$ cat src/rtl/msg_bit_packer.sv
// msg_bit_packer
//   Packs the serial message bits coming out of the constant-weight decoder into
//   MSG_W-bit words. The first bit received lands in the MSB. On the decoder's
//   done pulse, any partial word is flushed left-aligned. If no bits are pending
//   at that point, a zero-length marker word is pushed instead, so every message
//   ends with exactly one word that has last=1.
//   Words are held in a small FIFO with a valid/ready head. The decoder cannot be
//   stalled, so a word pushed into a full FIFO is dropped and the sticky overflow
//   flag is set.
//
// Ports
//   clk        single clock, all logic on posedge
//   rst        synchronous reset, active-high
//   bin_msg    decoded message bit
//   msg_vld    bin_msg qualifier
//   dec_done   end-of-message pulse from the decoder
//   out_data   FIFO head word, first bit in MSB, unused LSBs zero
//   out_nbits  number of valid bits in out_data (0..MSG_W)
//   out_last   head word closes a message
//   out_valid  FIFO not empty
//   out_ready  consumer accepts the head word
//   overflow   sticky, a word was dropped
//   busy       partial word pending
//
// State | meaning
// IDLE  | no bits pending
// FILL  | 1..MSG_W-1 bits held in the shift register
module msg_bit_packer #(
  parameter int MSG_W = 8,
  parameter int DEPTH = 4,
  parameter int AW    = 2,
  parameter int CNT_W = 4
) (
  input  logic             clk,
  input  logic             rst,
  input  logic             bin_msg,
  input  logic             msg_vld,
  input  logic             dec_done,
  output logic [MSG_W-1:0] out_data,
  output logic [CNT_W-1:0] out_nbits,
  output logic             out_last,
  output logic             out_valid,
  input  logic             out_ready,
  output logic             overflow,
  output logic             busy
);

  typedef enum logic {IDLE = 1'b0, FILL = 1'b1} state_t;

  localparam logic [CNT_W-1:0] MSG_W_C = CNT_W'(MSG_W);
  localparam logic [AW:0]      DEPTH_C = (AW+1)'(DEPTH);

  state_t             state, state_nxt;
  logic [MSG_W-1:0]   shreg, shreg_nxt, shreg_shift;
  logic [CNT_W-1:0]   cnt, cnt_nxt, bits_after;

  logic               push;
  logic [MSG_W-1:0]   push_data;
  logic [CNT_W-1:0]   push_nbits;
  logic               push_last;

  logic [MSG_W-1:0]   mem_data  [DEPTH];
  logic [CNT_W-1:0]   mem_nbits [DEPTH];
  logic               mem_last  [DEPTH];
  logic [AW-1:0]      wr_ptr, rd_ptr;
  logic [AW:0]        count;
  logic               full, pop, push_ok;

  // ---------------- packer FSM ----------------
  always_ff @(posedge clk) begin
    if (rst) begin
      state <= IDLE;
      shreg <= '0;
      cnt   <= '0;
    end else begin
      state <= state_nxt;
      shreg <= shreg_nxt;
      cnt   <= cnt_nxt;
    end
  end

  always_comb begin
    state_nxt   = state;
    shreg_nxt   = shreg;
    cnt_nxt     = cnt;
    push        = 1'b0;
    push_data   = '0;
    push_nbits  = '0;
    push_last   = 1'b0;

    // The bit arriving this cycle is counted before any flush decision.
    shreg_shift = msg_vld ? {shreg[MSG_W-2:0], bin_msg} : shreg;
    bits_after  = msg_vld ? cnt + CNT_W'(1) : cnt;

    case (state)
      IDLE: if (msg_vld) state_nxt = FILL;
      FILL: state_nxt = FILL;
      default: state_nxt = IDLE;
    endcase

    if (msg_vld) begin
      shreg_nxt = shreg_shift;
      cnt_nxt   = bits_after;
    end

    if (bits_after == MSG_W_C) begin
      push       = 1'b1;
      push_data  = shreg_shift;
      push_nbits = MSG_W_C;
      push_last  = dec_done;
      shreg_nxt  = '0;
      cnt_nxt    = '0;
      state_nxt  = IDLE;
    end else if (dec_done) begin
      // Left-align the k pending bits; with k=0 this yields the zero marker word.
      push       = 1'b1;
      push_data  = shreg_shift << (MSG_W_C - bits_after);
      push_nbits = bits_after;
      push_last  = 1'b1;
      shreg_nxt  = '0;
      cnt_nxt    = '0;
      state_nxt  = IDLE;
    end
  end

  assign busy = (state == FILL);

  // ---------------- output FIFO ----------------
  assign full      = (count == DEPTH_C);
  assign out_valid = (count != '0);
  assign pop       = out_valid && out_ready;
  // A pop in the same cycle frees the slot, so a push into a full FIFO still lands.
  assign push_ok   = push && (!full || pop);

  always_ff @(posedge clk) begin
    if (rst) begin
      wr_ptr   <= '0;
      rd_ptr   <= '0;
      count    <= '0;
      overflow <= 1'b0;
      for (int i = 0; i < DEPTH; i++) begin
        mem_data[i]  <= '0;
        mem_nbits[i] <= '0;
        mem_last[i]  <= 1'b0;
      end
    end else begin
      if (push_ok) begin
        mem_data[wr_ptr]  <= push_data;
        mem_nbits[wr_ptr] <= push_nbits;
        mem_last[wr_ptr]  <= push_last;
        wr_ptr            <= wr_ptr + AW'(1);
      end
      if (pop) begin
        rd_ptr <= rd_ptr + AW'(1);
      end
      case ({push_ok, pop})
        2'b10:   count <= count + (AW+1)'(1);
        2'b01:   count <= count - (AW+1)'(1);
        default: count <= count;
      endcase
      if (push && !push_ok) begin
        overflow <= 1'b1;
      end
    end
  end

  assign out_data  = out_valid ? mem_data[rd_ptr]  : '0;
  assign out_nbits = out_valid ? mem_nbits[rd_ptr] : '0;
  assign out_last  = out_valid ? mem_last[rd_ptr]  : 1'b0;

endmodule

$ cat config.mk
export PLATFORM = sky130hd
export DESIGN_NAME = msg_bit_packer
export DESIGN_NICKNAME = d
export VERILOG_FILES = /design/src/rtl/msg_bit_packer.sv
export SDC_FILE = /design/constraint.sdc
export NUM_CORES = 1
export LEC_CHECK = 0
export BUFFER_PORTS_ARGS = -buffer_cell sky130_fd_sc_hd__buf_2
export CORE_UTILIZATION = 60
export DETAILED_ROUTE_END_ITERATION = 6
export GPL_ROUTABILITY_DRIVEN = 1
export GPL_TIMING_DRIVEN = 1
export PLACE_DENSITY = 0.78
export REMOVE_ABC_BUFFERS = 1
export SYNTH_ARGS = -nofsm -noshare
export SYNTH_HDL_FRONTEND = slang
export SYNTH_SLANG_ARGS = --single-unit
$ cat constraint.sdc
create_clock -name clk -period 3.57 [get_ports clk]
set_clock_uncertainty 0.15 [all_clocks]
set_input_delay 0 -clock clk [delete_from_list [all_inputs] [get_ports clk]]
set_output_delay 0 -clock clk [all_outputs]
set_load 0.005 [all_outputs]
==> results of run 1 <==
[logic make-up after synthesis]
family / share of synthesized area [%]
AO/OA/AOI/OAI: 7.27
XOR/XNOR: 3.55
adder cells (fa/ha/maj): 1.16
buffers and inverters: 4.04
flip-flops: 52.2
multiplexers: 13.5
AND/OR/NAND/NOR: 18.3
[stage by stage]
step | hold WS, ps | setup WS (ps)
after floorplan | -80.9 | 35.9
after global placement | 186 | 416
after detailed placement | 204 | 252
after CTS | 306 | 239
after global routing | 331 | 46.9
final | 301 | 215
[worst max-delay path: stages, from the launching register on]
cell and delay [ps]:
dfxtp_1 420, ha_1 300, mux2i_1 270, ha_1 340, nand2b_1 130, o21ai_4 210
and2_1 220, o21ai_4 100, or3b_4 520, nand2b_1 190, buf_4 220
[sequential cells by signal, indices dropped and copies added (netlist names), named ones only]
register and flops:
busy 1, cnt 4, count 3, mem_data 32, mem_last 4, mem_nbits 16, overflow 1, rd_ptr 2
shreg 8, wr_ptr 2
[synthesized netlist by cell type, types with 4 or more instances]
library cell and instances:
edfxtp_1 52, nor3_1 6, clkbuf_1 7, inv_1 10
and2_1 16, o21ai_0 11, buf_6 5, nor2_2 10
xnor2_1 7, dfxtp_1 23, mux2_2 8, a21oi_1 6
nor2b_1 6, nor2_1 58, nand2_1 16, or3_1 4
mux4_2 13, buf_2 5, mux2i_1 14, o211ai_1 5
nand2b_1 9
[power by group through the flow]
stage                     clock network (mW)  registers (mW)  logic [mW]
after global routing                   0.726            1.10       0.601
final                                  0.691            1.08       0.530
after global placement                     0            1.10       0.516
after CTS                              0.692            1.09       0.536
after floorplan                            0            1.08       0.366
after detailed placement                   0            1.11       0.530
[worst max path at each step]
stage / startpoint / end / slack (ps) / cells past startpoint
after CTS: cnt[1] / mem_data[2][6] / 240 / 10
after global routing: cnt[1] / mem_nbits[2][0] / 50 / 10
after global placement: cnt[1] / mem_data[2][3] / 420 / 10
after floorplan: cnt[0] / mem_data[2][0] / 40 / 9
after detailed placement: cnt[1] / mem_data[2][1] / 250 / 10
final: cnt[1] / mem_data[2][1] / 210 / 10
[routing by layer]
| layer | global-route usage (%) | up-vias | wire length [µm] |
|---|---|---|---|
| met2 | 43.9 | 49 | 3820 |
| met1 | 31.9 | 1188 | 3470 |
| li1 | - | 1245 | - |
| met4 | 10.4 | 0 | 150 |
| met5 | 0 | - | 0 |
| met3 | 5.82 | 16 | 261 |
[area by class of cell]
class | instances | area (µm²) | area share [%]
well taps | 75 | 93.8 | 2.19
clock buffers | 9 | 124 | 2.89
flip-flops and latches | 75 | 2020 | 47.3
repair buffers | 35 | 223 | 5.20
multi-input cells | 229 | 1700 | 39.6
clock inverters | 7 | 83.8 | 1.96
inverters | 10 | 37.5 | 0.877
==> results_dict.tcl, run 1 <==
set metrics [dict create \
    holdCritPathClass "reg -> reg" \
    pin_count 22 \
    drc_errors 0 \
    drv_slew 0 \
    htreeDepth 3 \
    vias_per_cell 5.68 \
    ff2ff_path_depth 10 \
    layout_common_cells "nor2_1, edfxtp_1, dfxtp_1, buf_2" \
    num_antenna_cells 0 \
    synth.largest_area_cell "edfxtp_1" \
    cp-end-kind "flip-flop" \
    syn_avg_cell_area_um2 11.6 \
    core-area_mm2 0.00606 \
    clk_latency_ps 360 \
    cp.arrival_ps 3270 \
    synth_seq_area_share_pct 52.2 \
    synth_top_area_share_pct 40.3 \
    clockBufferDepth 2 \
    hold_path_depth 2 \
    stdcell_count 440 \
    worst_slew_pin_slew_ps 878 \
    synthCells 333 \
    drt_iter0_markers 176 \
    die_y_um 82.4 \
    tritoncts "done" \
    power_mw 2.31 \
    synth_flop_cell "edfxtp_1" \
    rsz0062_at_grt "false" \
    power.density_mw_per_mm2 539 \
    p_int_mw 1.61 \
    antenna_found_initial 0 \
    drive_gt1_share_pct 23.6 \
    p_comb_share_pct 23.0 \
    hold_viol_final 0 \
    setup_viol 0 \
    worstHoldStart "overflow" \
    avgRoutedWirePerCell_um 17.5 \
    regToRegStartpoint "cnt[1]" \
    dpl_cell_area_mm2 0.00402 \
    grt_overflow_total 0 \
    grt_pass1_vias 2475 \
    cts_hold_buf 5 \
    globalplace.congestion 0.908 \
    ctsRootBufferMaster "clkbuf_8" \
    vias 2498 \
    ys_warn_count 0 \
    finalCriticalPeriod_ps 3360 \
    switchingPower_uw 692 \
    p_leak_nw 1.61 \
    port_buffers 21 \
    cts_setup_buffers 0 \
    grt.total_usage_pct 25.8 \
    layout.nets 369 \
    synth_edf_count 52 \
    synth.area.top_cells "edfxtp_1, dfxtp_1, mux4_2" \
    clk_pin_slew_worst_paths_ps 80 \
    crit_fanout 14 \
    dp_cells 419 \
    final_area_mm2 0.00428 \
    final_common_cell "nor2_1" \
    netlist_area_mm2 0.00387 \
    firstDrtPassIters 4 \
    swShare_pct 30.0 \
    utilization_pct 70.6 \
    rows 28 \
    synth-async-reset-ratio_pct 0 \
    fmax_ghz 0.298 \
    clock-sinks 75 \
    fp.dieW_um 82.4 \
    clkPwrFrac_pct 30.0 \
    ys_types 55 \
    peakVddDrop_mv 0.325 \
    worstSetupStartpointType "flip-flop" \
    grt_pass1_wl_um 12400 \
    required_ps 3490 \
    hpwl_um 5320 \
    area_growth_pct 10.5 \
    seqPwrFrac_pct 47.0 \
    min_to "overflow" \
    min_period_over_period_pct 94.0 \
    slew_headroom_pct 41.4 \
    worstSetupPathType "reg -> reg" \
    cap_violations 0 \
    rr_endpoint "mem_data[2][1]" \
    outcome "completed" \
    cts_resized 0 \
    wirelength_um 7700 \
    r2r_slack_ps 210 \
    synth-seq-cells 75 \
    fp.dieArea_mm2 0.00678 \
    finalSetupTns_ps 0 \
    numCtsBuffers 9 \
    nFillCells 446 \
    final_antenna_net_count 0 \
    start_util_pct 63.9 \
    grt_max_degree 22 \
]
(Power assumes the default switching activity.)
==> inputs of run 2 (changes only) <==
- BUFFER_PORTS_ARGS: -buffer_cell sky130_fd_sc_hd__buf_2 -> default
- DONT_BUFFER_PORTS: default -> 1
- PLACE_DENSITY: 0.78 -> 0.75
==> results_dict.tcl, run 2 (synthesis gave the netlist of run 1 again) <==
set metrics [dict create \
    clock-sinks 75 \
    setup_viol 0 \
    grt_util_met1_pct 31.3 \
    largestRegisters "mem_data: 32 flops, mem_nbits: 16 flops, shreg: 8 flops" \
    drc_errors 0 \
    largest_reg_flops 32 \
    drv_slew 0 \
    preCtsSetupSlack_ps 226 \
    utilization_pct 69.5 \
    drt_iter0_markers 167 \
    final_area_mm2 0.00421 \
    wirelength_um 7470 \
    area_growth_pct 8.69 \
    pin_count 22 \
    worst_slew_pin_slew_ps 848 \
    start_util_pct 63.9 \
    grt.total_usage_pct 24.8 \
    regMostFlops "mem_data" \
    regArea_mm2 0.00202 \
    layout_common_cells "nor2_1, edfxtp_1, dfxtp_1, and2_1, nand2_1" \
    ctsRootBufferMaster "clkbuf_8" \
    power.density_mw_per_mm2 556 \
    multi_input_area_mm2 0.00170 \
    die_y_um 82.4 \
    r2r_slack_ps 340 \
    grtUsageMet3_pct 6.15 \
    globalplace.congestion 0.869 \
    finalCriticalPeriod_ps 3230 \
    vias_per_cell 6.04 \
    htreeDepth 3 \
    cp-end-kind "flip-flop" \
    nFillCells 452 \
    peakVddDrop_mv 0.327 \
    slew_headroom_pct 43.4 \
    ff2ff_path_depth 10 \
    fmax_ghz 0.310 \
    fp.dieArea_mm2 0.00678 \
    core-area_mm2 0.00606 \
    drive_gt1_share_pct 19.2 \
    p_leak_nw 1.53 \
    finalSetupTns_ps 0 \
    regToRegStartpoint "cnt[1]" \
    hold_viol_final 0 \
    crit_fanout 14 \
    rsz0062_at_grt "false" \
    critPathCapture "mem_data[0][7]" \
    holdCritPathClass "in -> reg" \
    grt_max_degree 22 \
    layout.nets 347 \
    antenna_found_initial 0 \
    hpwl_um 5110 \
    dpl_cell_area_mm2 0.00391 \
    grt_pass1_vias 2411 \
    final_antenna_net_count 0 \
    cp-startpoint "cnt[1]" \
    required_ps 3480 \
    fin_ws_ps 344 \
    cts_setup_buffers 0 \
    busiest_layer "met2" \
    final_common_cell "nor2_1" \
    clk_pin_slew_worst_paths_ps 80 \
    grt.met2_usage_pct 41.2 \
    power_mw 2.34 \
    clockBufferDepth 2 \
    outcome "completed" \
    worstSetupPathType "reg -> reg" \
    grt_pass1_wl_um 12000 \
    rr_endpoint "mem_data[0][7]" \
    fp.dieW_um 82.4 \
    firstDrtPassIters 5 \
    clk_latency_ps 340 \
    min_period_over_period_pct 90.4 \
    cp.arrival_ps 3140 \
    rows 28 \
    port_buffers 0 \
    tritoncts "done" \
    vias 2526 \
    grt_overflow_total 0 \
    worstSetupStartpointType "flip-flop" \
    cap_violations 0 \
    num_antenna_cells 0 \
    avgRoutedWirePerCell_um 17.9 \
    numCtsBuffers 9 \
]
run 2: area by class of cell:
cell class / instances / share of cell area, %
Multi-Input combinational cell: 229 / 40.5
Timing Repair Buffer: 13 / 2.67
Tap cell: 75 / 2.23
Inverter: 10 / 0.892
Clock buffer: 10 / 3.03
Clock inverter: 6 / 2.67
Sequential cell: 75 / 48.0
run 2: worst min-delay path by stage:
stage	start	endpoint	cells past startpoint
after global routing	out_ready	flip-flop	3
after floorplan	rst	overflow	1
final	out_ready	rd_ptr[0]	3
after global placement	rst	overflow	1
after CTS	out_ready	rd_ptr[0]	3
after detailed placement	rst	overflow	1
run 2: power by group:
part / internal (mW) / switching (mW)
logic: 0.230 / 0.243
registers: 1.00 / 0.0806
clock network: 0.467 / 0.317
run 2: layer usage:
layer	share of wire, %	vias up
met5	0	-
met4	1.4	0
met3	5.9	10
met2	50	71
met1	43	1251
li1	-	1194
run 2: repair_timing:
action / 4_1_cts / 5_1_grt
hold buffers: 5 / 0
endpoints found under the setup margin: 0 / 21
endpoints found under the hold margin: 68 / 0
resized for setup: 0 / 4
run 2: through the flow:
stage / std cells / hold slack (ps)
finish: 418 / 4.12
global route: 418 / 35.0
CTS: 418 / 0.649
detailed placement: 397 / -73.6
global placement: 397 / -78.6
floorplan: 314 / -80.9
run 2: worst max-delay path, stage by stage (launching register included):
cell,delay [ps]
dfxtp_1,410
ha_1,290
mux2i_1,250
ha_1,330
nand4_1,190
o21ai_4,150
and2_1,220
o21ai_4,100
or3_4,460
nand2b_2,190
buf_4,200
==> inputs of run 3 (changes only) <==
- ABC_AREA: default -> 1
- CORE_UTILIZATION: 60 -> 55
- PLACE_DENSITY: 0.75 -> 0.69
- clock period: 3.57 -> 3.7 ns (I/O delays scaled with it)
==> results_dict.tcl, run 3 <==
set metrics [dict create \
    synthTopCellsByCount "nor2_1, nand2_1, edfxtp_1" \
    htreeDepth 3 \
    violations "design-rule violations" \
    regToRegStartpoint "cnt[0]" \
    critPathMostFrequentCell "nand2_1" \
    utilization_pct 62.5 \
    seqPwrFrac_pct 48.5 \
    cpLargestDelayFamily "simple AND/OR/NAND/NOR gates" \
    finalCriticalPeriod_ps 3330 \
    fp.dieArea_mm2 0.00719 \
    hpwl_um 6450 \
    drc_errors 2 \
    crit_path_top_delay_cell "dlymetal6s4s_1" \
    finalSetupTns_ps 0 \
    synth-async-reset-ratio_pct 0 \
    route.met2.wl_um 4600 \
    grt_pass1_wl_um 14900 \
    peakVddDrop_mv 0.334 \
    hold_viol_final 0 \
    setup_viol 0 \
    critPathCapture "mem_data[2][4]" \
    layout.nets 488 \
    clk_pin_slew_worst_paths_ps 80 \
    rr_endpoint "mem_data[2][4]" \
    rsz0062_at_grt "false" \
    cp.arrival_ps 3160 \
    synthCells 478 \
    fp.dieW_um 84.8 \
    synth_seq_area_share_pct 53.6 \
    pin_count 22 \
    swShare_pct 29.1 \
    numCtsBuffers 9 \
    grt_max_degree 27 \
    topRoutingLayerUsed "met4" \
    synth.area.top_cells "edfxtp_1, dfxtp_1, nor2_1" \
    avgRoutedWirePerCell_um 16.6 \
    p_int_mw 1.43 \
    nFillCells 595 \
    wirelength_um 9300 \
    switchingPower_uw 588 \
    tritoncts "done" \
    final_antenna_net_count 0 \
    dp_cells 539 \
    clkPwrFrac_pct 33.5 \
    drt_iter0_markers 201 \
    power.density_mw_per_mm2 497 \
    synth-seq-cells 75 \
    grt_overflow_total 0 \
    cap_violations 0 \
    clockBufferDepth 2 \
    worstSetupStartpointType "input pin" \
    outcome "finished, violations left" \
    grt.total_usage_pct 27.9 \
    vias_per_cell 5.60 \
    core-area_mm2 0.00649 \
    final_area_mm2 0.00406 \
    ys_warn_count 0 \
    drv_slew 0 \
    path_cells "dlymetal6s4s_1 > clkinv_1 > nand2_1 > nand2_1 > ha_1 > inv_1 > a21oi_1 > nand2_2 > nand2_4 > nand3_4 > nor2_2 > nand2_2 > nand2_1" \
    grt_pass1_vias 2967 \
    clock-sinks 75 \
    stdcell_count 561 \
    p_leak_nw 1.74 \
    worst_slew_pin_slew_ps 668 \
    dpl_cell_area_mm2 0.00378 \
    r2r_slack_ps 430 \
    drt-met1-wl_um 3960 \
    port_buffers 0 \
    largest_reg_flops 32 \
    regMostFlops "mem_data" \
    firstDrtPassIters 7 \
    multi_input_area_mm2 0.00147 \
    area_growth_pct 7.56 \
    rows 29 \
    preCtsSetupSlack_ps 498 \
    crit_fanout 16 \
    synth_edf_count 52 \
    globalplace.congestion 0.873 \
    ff2ff_path_depth 13 \
    path_depth 13 \
    ctsRootBufferMaster "clkbuf_8" \
    cpPeakStageDelay_ps 590 \
    holdCritPathClass "in -> reg" \
    ys_types 22 \
    met3_length_um 620 \
    num_antenna_cells 0 \
    fmax_ghz 0.300 \
    worstSetupPathType "in -> reg" \
    regArea_mm2 0.00202 \
    die_y_um 84.8 \
    cp-end-kind "flip-flop" \
    timing.hold.ws_ps 96.2 \
    syn_avg_cell_area_um2 7.89 \
    synth_top_area_share_pct 41.4 \
    power_mw 2.02 \
    p_comb_share_pct 18.0 \
    fin_ws_ps 367 \
    layout_common_cells "nor2_1, nand2_1, edfxtp_1, inv_1, o21ai_0" \
    synth_most_common_cell "nor2_1" \
    vias 3144 \
    synth_flop_cell "edfxtp_1" \
    required_ps 3520 \
    min_period_over_period_pct 90.1 \
    path_buf_inv 3 \
    netlist_area_mm2 0.00377 \
    clk_latency_ps 350 \
    largestRegisters "mem_data: 32 flops, mem_nbits: 16 flops, shreg: 8 flops" \
    cp-startpoint "msg_vld" \
    start_util_pct 58.1 \
    synth.largest_area_cell "edfxtp_1" \
    drive_gt1_share_pct 5.58 \
    slew_headroom_pct 55.4 \
    antenna_found_initial 0 \
    final_common_cell "nor2_1" \
]
## run 3: worst min-delay path: cells and delay by family
family	cells	cell delay [ps]
compound gates	1	70
buf+inv	1	90
simple gates	4	330
## run 3: cell type report
type,instances,area share (%)
clock inverter,5,1.91
sequential,75,49.8
multi-input combinational,336,36.2
inverter,49,4.53
timing repair buffer,8,1.91
clock buffer,11,3.24
tap,77,2.38
## run 3: cell families (layout without fill, tap and decap cells)
family          after synthesis  count (layout)  share of synthesized area [%]
flops                        75              75                           53.6
buf+inv                      67              73                           7.60
simple gates                271             271                           29.4
compound gates               62              62                           8.23
fa+ha+maj                     3               3                           1.19
## run 3: power groups by stage
| stage | Combinational, mW | Sequential (mW) | Clock, mW |
|---|---|---|---|
| floorplan | 0.245 | 0.998 | 0 |
| global placement | 0.344 | 0.995 | 0 |
| detailed placement | 0.354 | 0.996 | 0 |
| CTS | 0.364 | 0.977 | 0.686 |
| global route | 0.410 | 0.982 | 0.719 |
| finish | 0.363 | 0.977 | 0.676 |
## run 3: worst min path at each step
stage	from	endpoint	slack, ps	cells past startpoint
finish	dec_done	mem_data[3][4]	100	6
CTS	dec_done	mem_data[3][4]	70	6
global route	dec_done	mem_data[3][4]	120	6
floorplan	rst	overflow	-80	1
global placement	rst	overflow	-80	1
detailed placement	rst	overflow	-70	1
## run 3: routing by layer
| layer | vias to the layer above | global-route usage, % |
|---|---|---|
| li1 | 1543 | - |
| met3 | 11 | 6.59 |
| met5 | - | 0 |
| met4 | 0 | 8.47 |
| met1 | 1473 | 36.0 |
| met2 | 117 | 47.0 |
## run 3: repair_timing
action,in CTS,in global routing
setup endpoints to repair,0,40
endpoints found under the hold margin,35,0
resized for setup,0,1
setup buffers,0,0
hold buffers,6,0
